### src/rtl/var_delay_line.sv
// Runtime-programmable delay line: payload + valid delayed by 1..MAX_DELAY enabled cycles,
// with output qualification while the pipe refills after reset, clear or delay reload.

module vdl_stage #(
   parameter int W = 9
) (
   input  logic         clk,
   input  logic         rst_n,
   input  logic         shift,
   input  logic         clr,
   input  logic [W-1:0] d,
   output logic [W-1:0] q
);
   always_ff @(posedge clk or negedge rst_n) begin
      if (!rst_n)     q <= '0;
      else if (shift) q <= d;
      else if (clr)   q <= '0;
   end
endmodule

module var_delay_line #(
   parameter  int DATA_WIDTH = 8,
   parameter  int MAX_DELAY  = 16,
   parameter  int HOLD_MODE  = 0,
   parameter  int RST_DLY    = 2,
   localparam int DLY_W      = $clog2(MAX_DELAY + 1)
) (
   input  logic                  clk,
   input  logic                  rst_n,
   input  logic                  en_i,
   input  logic [DATA_WIDTH-1:0] data_i,
   input  logic                  valid_i,
   input  logic                  dly_load_i,
   input  logic [DLY_W-1:0]      dly_i,
   output logic [DATA_WIDTH-1:0] data_o,
   output logic                  valid_o,
   output logic                  ready_o,
   output logic [DLY_W-1:0]      dly_o,
   output logic                  range_err_o
);
   typedef struct packed {
      logic                  vld;
      logic [DATA_WIDTH-1:0] data;
   } stage_t;

   typedef enum logic {FILL, RUN} state_t;

   localparam int SW = DATA_WIDTH + 1;
   localparam logic [DLY_W-1:0] MAX_D = DLY_W'(MAX_DELAY);

   stage_t [MAX_DELAY-1:0] stg, stg_d;
   state_t                 state, state_nx;
   logic [DLY_W-1:0]       cnt, cnt_nx, dly_q, dly_cl;
   logic [DLY_W:0]         cnt_inc;
   logic                   range_err, clamped, clr;

   assign clr = !en_i && (HOLD_MODE == 0);

   always_comb begin
      stg_d[0] = '{vld: valid_i, data: data_i};
      for (int k = 1; k < MAX_DELAY; k++) stg_d[k] = stg[k-1];
   end

   for (genvar k = 0; k < MAX_DELAY; k++) begin : g_stg
      vdl_stage #(.W(SW)) u_stg (
         .clk   (clk),
         .rst_n (rst_n),
         .shift (en_i),
         .clr   (clr),
         .d     (stg_d[k]),
         .q     (stg[k])
      );
   end

   always_comb begin
      dly_cl  = dly_i;
      clamped = 1'b0;
      if (dly_i == '0) begin
         dly_cl  = DLY_W'(1);
         clamped = 1'b1;
      end else if (dly_i > MAX_D) begin
         dly_cl  = MAX_D;
         clamped = 1'b1;
      end
   end

   assign cnt_inc = {1'b0, cnt} + 1'b1;

   always_comb begin
      state_nx = state;
      cnt_nx   = cnt;
      if (en_i) begin
         if (state == FILL) begin
            cnt_nx = (cnt == MAX_D) ? cnt : cnt_inc[DLY_W-1:0];
            if (cnt_inc == {1'b0, dly_q}) state_nx = RUN;
         end
      end else if (HOLD_MODE == 0) begin
         cnt_nx   = '0;
         state_nx = FILL;
      end
      // A load restarts the fill; an enabled load edge already counts as the first shift.
      if (dly_load_i) begin
         cnt_nx   = en_i ? DLY_W'(1) : '0;
         state_nx = (en_i && dly_cl == DLY_W'(1)) ? RUN : FILL;
      end
   end

   always_ff @(posedge clk or negedge rst_n) begin
      if (!rst_n) begin
         state     <= FILL;
         cnt       <= '0;
         dly_q     <= DLY_W'(RST_DLY);
         range_err <= 1'b0;
      end else begin
         state <= state_nx;
         cnt   <= cnt_nx;
         if (dly_load_i) begin
            dly_q     <= dly_cl;
            range_err <= clamped;
         end
      end
   end

   always_comb begin
      data_o  = '0;
      valid_o = 1'b0;
      for (int k = 0; k < MAX_DELAY; k++) begin
         if (state == RUN && dly_q == DLY_W'(k + 1)) begin
            data_o  = stg[k].data;
            valid_o = stg[k].vld;
         end
      end
   end

   assign ready_o     = (state == RUN);
   assign dly_o       = dly_q;
   assign range_err_o = range_err;
endmodule

### config.mk
export PLATFORM = sky130hd
export DESIGN_NAME = var_delay_line
export DESIGN_NICKNAME = d
export VERILOG_FILES = /design/src/rtl/var_delay_line.sv
export SDC_FILE = /design/constraint.sdc
export NUM_CORES = 1
export LEC_CHECK = 0
export ABC_AREA = 1
export CORE_AREA = 2 2 134 136
export CTS_CLUSTER_DIAMETER = 100
export DETAILED_ROUTE_END_ITERATION = 6
export DIE_AREA = 0 0 136 138
export MAX_ROUTING_LAYER = met4
export PLACE_DENSITY_LB_ADDON = 0.05
export SETUP_SLACK_MARGIN = 0.5
export SYNTH_ARGS = -nofsm -noshare
export SYNTH_HDL_FRONTEND = slang
export SYNTH_SLANG_ARGS = --single-unit
### constraint.sdc
create_clock -name clk -period 3.05 [get_ports clk]
set_clock_uncertainty 0.1 [all_clocks]
set_input_delay 0.4575 -clock clk [delete_from_list [all_inputs] [get_ports clk]]
set_output_delay 0.4575 -clock clk [all_outputs]
set_load 0.1 [all_outputs]
Yosys cells after proc, flatten, opt, wreduce, memory -nomap -nowiden
Cells that the tools add are included.
- register bits: 156
- input port bits: 18
- logic and storage cells: 124
- add/sub/neg operators: 1
- order comparisons: 1
- equality and inequality tests: 21
- multiplexer cells: 62
- reductions and logical operators: 19
- operators with widths (kind ; count):
    $mux W9 ; 16
    $mux W8 ; 16
    $eq A5 B4 Y1 const B ; 8
    $mux W5 ; 6
    $mux W1 ; 24
    $eq A5 B3 Y1 const B ; 4
    $logic_and A1 B1 Y1 ; 17
    $eq A5 B1 Y1 const B ; 2
    $eq A5 B2 Y1 const B ; 2
    $eq A5 B5 Y1 const B ; 2
    $add A5 B1 Y6 const B ; 1
    $eq A6 B5 Y1 ; 1
    $ne A3 B3 Y1 const B ; 2
    $gt A5 B5 Y1 const B ; 1
    $logic_not A5 Y1 ; 1
    $reduce_and A2 Y1 ; 1

Logic depth before layout (Yosys ltp)
Gate-level depths: netlist of the first run.
- depth after elaboration: 18
- gate-level depth with buffers: 14
- mapped depth without buffers: 14

By module
A second synthesis of the first run with hierarchy kept.
- cells, all modules: 991
- area total of the unflattened synthesis: 7805.0 um2
- modules (own cells, without submodules) (module ; instances ; cells each ; area each (um2)):
    vdl_stage ; 16 ; 38 ; 360.3
    var_delay_line ; 1 ; 383 ; 2039.5

Worst setup path after synthesis of the first run
No wires, ideal clock.
- kind: flip-flop to output port
- from: register dly_q[4] (netlist: dly_o[4])
- to: output port data_o[5]
- data arrival time: 2.949 ns
- required time: 2.492 ns
- setup slack: -0.457 ns
- cell stages (with the launch flop): 12
- path buffers: 0
- cell sequence: dfrtp_1 inv_1 nand2_2 nor2_1 nand2_1 nor2_1 nor3_1 nand4_1 nor2_1 nand4_1 nor2_1 nand4_1
- longest elaborated chain between the ends: 18
- elaborated cells on any way between the ends: 48
- RTL lines (item ; RTL line ; RTL):
    start: declaration ; 53 ; logic [DLY_W-1:0] cnt, cnt_nx, dly_q, dly_cl;
    start signal: assignment ; 112 ; dly_q <= DLY_W'(RST_DLY);
    start signal: assignment ; 118 ; dly_q <= dly_cl;
    $eq A5 B1 Y1 ; 128 ; if (state == RUN && dly_q == DLY_W'(k + 1)) begin
    $logic_and A1 B1 Y1 ; 128 ;
    $mux W8 (15 in a row) ; 128 ;
    $mux W8 (*) ; 128 ;
    end: declaration ; 35 ; output logic [DATA_WIDTH-1:0] data_o,
Mark *: on every way between the ends. The rest lies on a longest branch, timed or not.

Worst setup path in the final report of the first run
- from: register dly_q[1] (netlist: dly_o[1])
- to: output port data_o[4]
Same word-level chain as after synthesis.

==> qor.yml, run 1 <==
status: "finished, violations left"
violations: "setup timing"
cap_viol_max_count: 0
p_leak_nw: 5.055
worst_pin_slew_ns: 0.6101
swShare_pct: 24.40
die_w_um: 136
dpl.cell_count: 1092
synth_top_area_share_pct: 57.15
drive_gt1_share_pct: 17.52
tns_ns: -0.1030
synth.largest_area_cell: "dfrtp_1"
reg2regPathDepth: 10
clk_pin_slew_ns: 0.06
grt_antenna_before_repair: 0
rows: 49
track_usage_pct: 18.09
yosysSeqAreaShare_pct: 57.54
hp-class: "flip-flop to flip-flop"
grt_pass1_wl_um: 26000
power.switching_mw: 1.111
r2r_start: "cnt[0]"
postRouteAntennaNets: 0
p_clk_share_pct: 46.3
rsz0062_at_grt: "true"
syn_avg_cell_area_um2: 8.070
clkLatencyLatePin_ns: 0.42
critPathLaunch: "dly_o[1]"
slew_headroom_pct: 59.33
yosys_register_bits: 156
io_pins: 34
slew_viol_final: 0
setup_violations: 4
die-area_um2: 18770
syn_inst: 841
synth_cell_types: 30
p_total_mw: 4.554
layout_min_cycle_time_ns: 3.120
area_growth_syn_to_layout_pct: 26.33
synth_fp_nets: 863
fmax_mhz: 320.5
fp.coreArea_um2: 17530
endpoint_kind: "primary output"
p_int_mw: 3.443
nets: 922
cts_buffers: 17
diodes: 0
start_kind: "flip-flop"
cts_tree: "done"
grt_max_degree: 92
cp_max_fo: 6
place_ws_ns: 0.1168
clk_path_buf_depth: 2
drt-total-wl_um: 14980
htree_levels: 4
max_stage_delay_ns: 0.67
via_per_inst: 4.553
worstPathCellList: "inv_6, nor2_4, nand2_4, nor2_4, nand2_1, nand2_2, nor2_1, nand4_1, nand2_2, nand4_1, nand2_1, nand4_1, nand2_2, nand2_8, buf_12"
place_hpwl_um: 9979
post-route-period-util_pct: 102.3
synth_warnings: 0
finalHoldViolCount: 0
fin_cells: 1142
r2r_slack_ns: 1.20
arrival_ns: 2.56
fin_ws_ns: -0.07009
start_util_pct: 38.70
cts_root_buf: "clkbuf_16"
ir_worst_vdd_v: 0.0003768
power_density_nw_per_um2: 531.2
synth_area_leaders: "dfrtp_1 (57%), nand2_1 (16%), inv_1 (11%), nor2_1 (2.9%), nand4_1 (2.2%)"
die_y_um: 138
synth_area_um2: 6787
pwr-share-comb_pct: 6.9
cts.sinks: 156
grt_pass1_vias: 5103
drc: 0
route.vias.total: 5200
r2r-end: "ready_o"
worstSetupPathType: "flip-flop to primary output"
numPortBuffers: 33
required_ns: 2.49
hold_start: "g_stg[9].u_stg.q[0]"
drtPass1Iterations: 5
gp_routability_congestion: 0.8468
slowest_stage: "dfstp_4"
crit_path_end: "data_o[4]"
drt_iter0_drc: 302
power_frac_seq_pct: 46.8
gr-total-overflow: 0
wl_per_cell_um: 13.11
-- cells in the mapped netlist --
cell / instances
nand2_1: 288
inv_1: 200
dfrtp_1: 155
nor2_1: 52
nand3_1: 29
nand4_1: 24
a21oi_1: 18
clkbuf_1: 15
inv_2: 7
o21ai_0: 7
o22ai_1: 7
nor2_4: 6
ha_1: 4
xor2_1: 4
buf_2: 3
nor2_2: 3
or2_0: 3
buf_1: 2
nand2_2: 2
nor3_1: 2
dfstp_2: 1
nor3_2: 1
nor3b_1: 1
nor4_1: 1
nor4_2: 1
o2111ai_1: 1
o211ai_1: 1
o31ai_1: 1
or2_1: 1
or2_2: 1
-- critical path, delay by kind of cell (launching register included) --
family	cells	cell delay, ns
buf+inv	2	0.22
simple gates	13	1.23
flops	1	0.67
-- state kept, by name (all words and copies together), names as in the netlist --
name	flops
g_stg.u_stg.q	144
cnt	5
dly_o	5
range_err_o	1
ready_o	1
-- power by group through the flow --
stage	Combinational, mW	Sequential (mW)	Clock (mW)
5_1_grt	0.343	2.14	2.26
3_3_place_gp	0.290	2.17	0
4_1_cts	0.312	2.13	2.16
6_report	0.313	2.13	2.11
2_1_floorplan	0.112	2.22	0
3_5_place_dp	0.289	2.17	0
-- metrics by stage --
step                hold slack [ns]  cell area, um2  util, %
detailed placement           0.3408            7644    43.59
global placement             0.3378            7644    43.59
global route                 0.3702            8573    48.89
CTS                          0.3527            8471    48.31
floorplan                   0.06191            6942        -
finish                       0.3499            8573    48.89
-- cell usage in the layout (no fill, tap or decap), types with 4 or more instances in the layout --
cell type,instances
ha_1,4
nand4_1,24
nand3_2,5
nor2_4,12
clkbuf_16,17
buf_12,12
a21oi_1,17
o22ai_1,7
dfrtp_1,150
nand3_4,5
nand2_4,6
clkdlybuf4s50_1,15
nand2_2,18
inv_2,8
buf_4,27
xor2_1,4
buf_6,5
nor2_2,12
nand3_1,19
nand2_1,264
inv_1,194
nor2_1,37
clkinvlp_4,6
o21ai_0,6
dfrtp_4,5
-- worst min-delay path by stage --
stage                                      end  slack [ns]  depth (start not counted)
final                     g_stg[10].u_stg.q[0]        0.35                          2
after global routing       g_stg[8].u_stg.q[3]        0.37                          2
after detailed placement   g_stg[9].u_stg.q[2]        0.34                          2
after global placement    g_stg[10].u_stg.q[0]        0.34                          2
after CTS                 g_stg[10].u_stg.q[0]        0.35                          2
after floorplan                         cnt[0]        0.06                          0
-- cells by family (layout without fill, tap and decap cells) --
| family | count (synthesis) | count (layout) | synth area share [%] |
|---|---|---|---|
| buf+inv | 227 | 299 | 12.61 |
| simple gates | 415 | 415 | 25.76 |
| xor+xnor | 4 | 4 | 0.5162 |
| compound gates | 35 | 35 | 2.839 |
| fa+ha+maj | 4 | 4 | 0.7375 |
| flops | 156 | 156 | 57.54 |
-- final cells by class --
class	count	area (um2)
fillers	1753	8961
flip-flops and latches	156	3928
multi-input cells	458	2312
inverters	207	793.3
repair buffers	60	659.4
clock buffers	20	456.7
well taps	229	286.5
clock inverters	12	137.6
-- per-layer routing --
| metal | vias up | wire [um] | global-route usage, % |
|---|---|---|---|
| met5 | - | 0 | - |
| met4 | 0 | 178 | 4.770 |
| met3 | 18 | 457 | 4.437 |
| met2 | 72 | 7097 | 27.74 |
| met1 | 2528 | 7242 | 24.09 |
| li1 | 2582 | - | - |
-- timing repair --
| item | CTS | global route |
|---|---|---|
| resized for setup | 46 | 14 |
| hold buffers | 1 | 0 |
| cloned | 0 | 0 |
| pin swaps | 17 | 17 |
| hold endpoints to repair | 60 | 0 |
| buffers inserted | 11 | 6 |
| setup endpoints to repair | 9 | 9 |
Note: power is estimated with default switching activity, not from simulation.
==> run 2: changes to the inputs <==
- ABC_AREA: 1 -> not set
==> run 2 against run 1 <==
Against the previous run: the run still ends with setup timing left; maximum frequency fell by 3.3%; critical path depth fell by 6; area after synthesis rose by 0.48%; first-iteration DRC count rose by 45%; critical endpoint is now data_o[6]; synthesized cell count fell by 27%; combinational power rose by 64%; sequential cell count did not move; largest cell class unchanged.
==> qor.yml, run 2 <==
finalHoldViolCount: 0
dpl.cell_count: 870
synth-xor-area-share_pct: 1.156
cts_tree: "done"
wl_per_cell_um: 18.98
worst_pin_slew_ns: 0.6396
p_leak_nw: 4.256
synth-async-reset-ratio_pct: 100.0
cts_buffers: 17
synth.largest_area_cell: "dfrtp_1"
die_y_um: 138
yosysSeqAreaShare_pct: 57.27
post-route-period-util_pct: 105.8
grt_use_met2_pct: 31.90
rsz0062_at_grt: "true"
htree_levels: 4
synth_area_um2: 6819
syn_avg_cell_area_um2: 11.07
track_usage_pct: 20.84
final_area_um2: 9035
synthAdderAreaFrac_pct: 0.7339
io_pins: 34
drc: 0
power_density_nw_per_um2: 540.8
rows: 49
muxShareOfSynthArea_pct: 1.706
synth_simple_gate_area_share_pct: 23.87
required_ns: 2.49
yosys_register_bits: 156
gp_routability_congestion: 0.8367
cts_root_buf: "clkbuf_16"
start_kind: "flip-flop"
start_util_pct: 38.89
synth_top_area_share_pct: 56.88
dpl_cell_area_um2: 7770
critPathLaunch: "dly_o[4]"
largest-register: "g_stg.u_stg.q"
setup_violations: 9
mostFrequentLayoutCell: "dfrtp_1"
fp.coreArea_um2: 17530
use_met3_pct: 4.144
slew_viol_final: 0
grt_pass1_wl_um: 29000
clkLatencyLatePin_ns: 0.42
synth_cell_types: 64
diodes: 0
clk_path_buf_depth: 2
synth_area_leaders: "dfrtp_1 (57%), and2_1 (14%), nand3_1 (1.5%), o22ai_1 (1.5%), a22oi_1 (1.4%)"
cts.sinks: 156
synth_ff_type: "dfrtp_1"
r2r-end: "ready_o"
layout_min_cycle_time_ns: 3.227
r2r_slack_ns: 1.06
synth_fp_nets: 638
grt_pass1_vias: 5225
arrival_ns: 2.67
crit_path_end: "data_o[6]"
cp_max_fo: 6
reg2regPathDepth: 5
syn_inst: 616
fin_ws_ns: -0.1769
status: "finished, violations left"
grt-busiest-layer: "met2"
hp-class: "flip-flop to flip-flop"
route.vias.total: 4982
drt-total-wl_um: 17900
slew_headroom_pct: 57.36
synthTopCellsByCount: "dfrtp_1 (155), and2_1 (149), nand2_1 (26)"
layout_common_cells: "dfrtp_1 (150), and2_1 (145), buf_4 (60), nand2_1 (23), nor2_1 (22)"
die-area_um2: 18770
die_w_um: 136
synth_edf_count: 0
worstSetupPathType: "flip-flop to primary output"
nets: 723
drtPass1Iterations: 5
postRouteAntennaNets: 0
r2r_start: "cnt[0]"
synth_compound_area_share_pct: 12.40
endpoint_kind: "primary output"
area_growth_syn_to_layout_pct: 32.50
drive_gt1_share_pct: 27.45
via_per_inst: 5.283
fillCellCount: 1575
met1_usage_pct: 28.27
yosysMostFrequentCell: "dfrtp_1"
violations: "setup timing"
cap_viol_max_count: 0
grt_max_degree: 76
largest_register_ff_count: 144
clk_pin_slew_ns: 0.06
fin_cells: 943
place_hpwl_um: 12050
drt_iter0_drc: 439
numPortBuffers: 33
ir_worst_vdd_v: 0.0003624
fmax_mhz: 309.9
synth_warnings: 0
synth_top_family_by_area: "simple AND/OR/NAND/NOR gates"
grt_antenna_before_repair: 0
gr-total-overflow: 0
## run 2: layout make-up
class	count	area (um2)	area share (%)
flip-flops and latches	156	3928	43.47
multi-input cells	414	3154	34.91
repair buffers	102	1002	11.09
clock buffers	21	460.4	5.096
well taps	229	286.5	3.171
clock inverters	11	166.4	1.842
inverters	10	37.54	0.4155
## run 2: cell families (layout without fill, tap and decap cells)
| group | after synthesis | count (layout) |
|---|---|---|
| flip-flops | 156 | 156 |
| adder cells (fa/ha/maj) | 4 | 4 |
| AO/OA/AOI/OAI | 118 | 118 |
| XOR/XNOR | 9 | 9 |
| buffers and inverters | 46 | 144 |
| multiplexers | 11 | 11 |
| AND/OR/NAND/NOR | 272 | 272 |
## run 2: per-layer routing
metal | vias to the layer above | wire, um
met1 | 2531 | 8192
li1 | 2335 | -
met2 | 103 | 8886
met5 | - | 0
met3 | 13 | 610
met4 | 0 | 210
## run 2: metrics by stage
stage	setup WS [ns]	hold slack [ns]	total power, mW	setup TNS [ns]	utilization, %
global route	-0.2617	0.4055	5.076	-1.754	51.53
CTS	-0.1547	0.3792	4.915	-0.9714	50.47
global placement	0.04309	0.3565	2.609	0	44.31
floorplan	-0.2970	0.06191	2.443	-0.3628	-
detailed placement	0.04476	0.3622	2.612	0	44.31
finish	-0.1769	0.3781	4.886	-0.9080	51.53
## run 2: worst min path at each step
stage | start | endpoint | depth (start not counted)
3_5_place_dp | g_stg[5].u_stg.q[3] | g_stg[6].u_stg.q[3] | 1
2_1_floorplan | rst_n | cnt[0] | 0
3_3_place_gp | g_stg[7].u_stg.q[4] | g_stg[8].u_stg.q[4] | 1
6_report | g_stg[6].u_stg.q[7] | g_stg[7].u_stg.q[7] | 1
4_1_cts | g_stg[6].u_stg.q[7] | g_stg[7].u_stg.q[7] | 1
5_1_grt | g_stg[0].u_stg.q[5] | g_stg[1].u_stg.q[5] | 1
## run 2: power by group
part / internal (mW) / total [mW] / leakage (nW) / switching, mW
Clock: 1.41 / 2.23 / 0.311 / 0.821
Sequential: 2.10 / 2.14 / 2.14 / 0.0349
Combinational: 0.192 / 0.514 / 1.81 / 0.322
Total: 3.71 / 4.89 / 4.26 / 1.18
## run 2: worst max-delay path: stages (launching register included)
cell and delay [ns]:
dfrtp_4 0.53, buf_6 0.15, nand4b_1 0.23, nor3_2 0.25, buf_4 0.21, a2111oi_4 0.04, a31oi_2 0.25, o221ai_2 0.17
a21oi_4 0.21, buf_12 0.19
## run 2: what timing repair did
item / in CTS / in global routing
hold buffers: 1 / 0
endpoints found under the hold margin: 61 / 0
endpoints found under the setup margin: 9 / 9
setup buffers: 32 / 8
pin swaps: 19 / 22
resized for setup: 56 / 23
==> run 3: changes to the inputs <==
- GPL_ROUTABILITY_DRIVEN: not set -> 1
==> results of run 3 <==
Same layout as run 2: the final DEF is identical, and so are final timing and power.
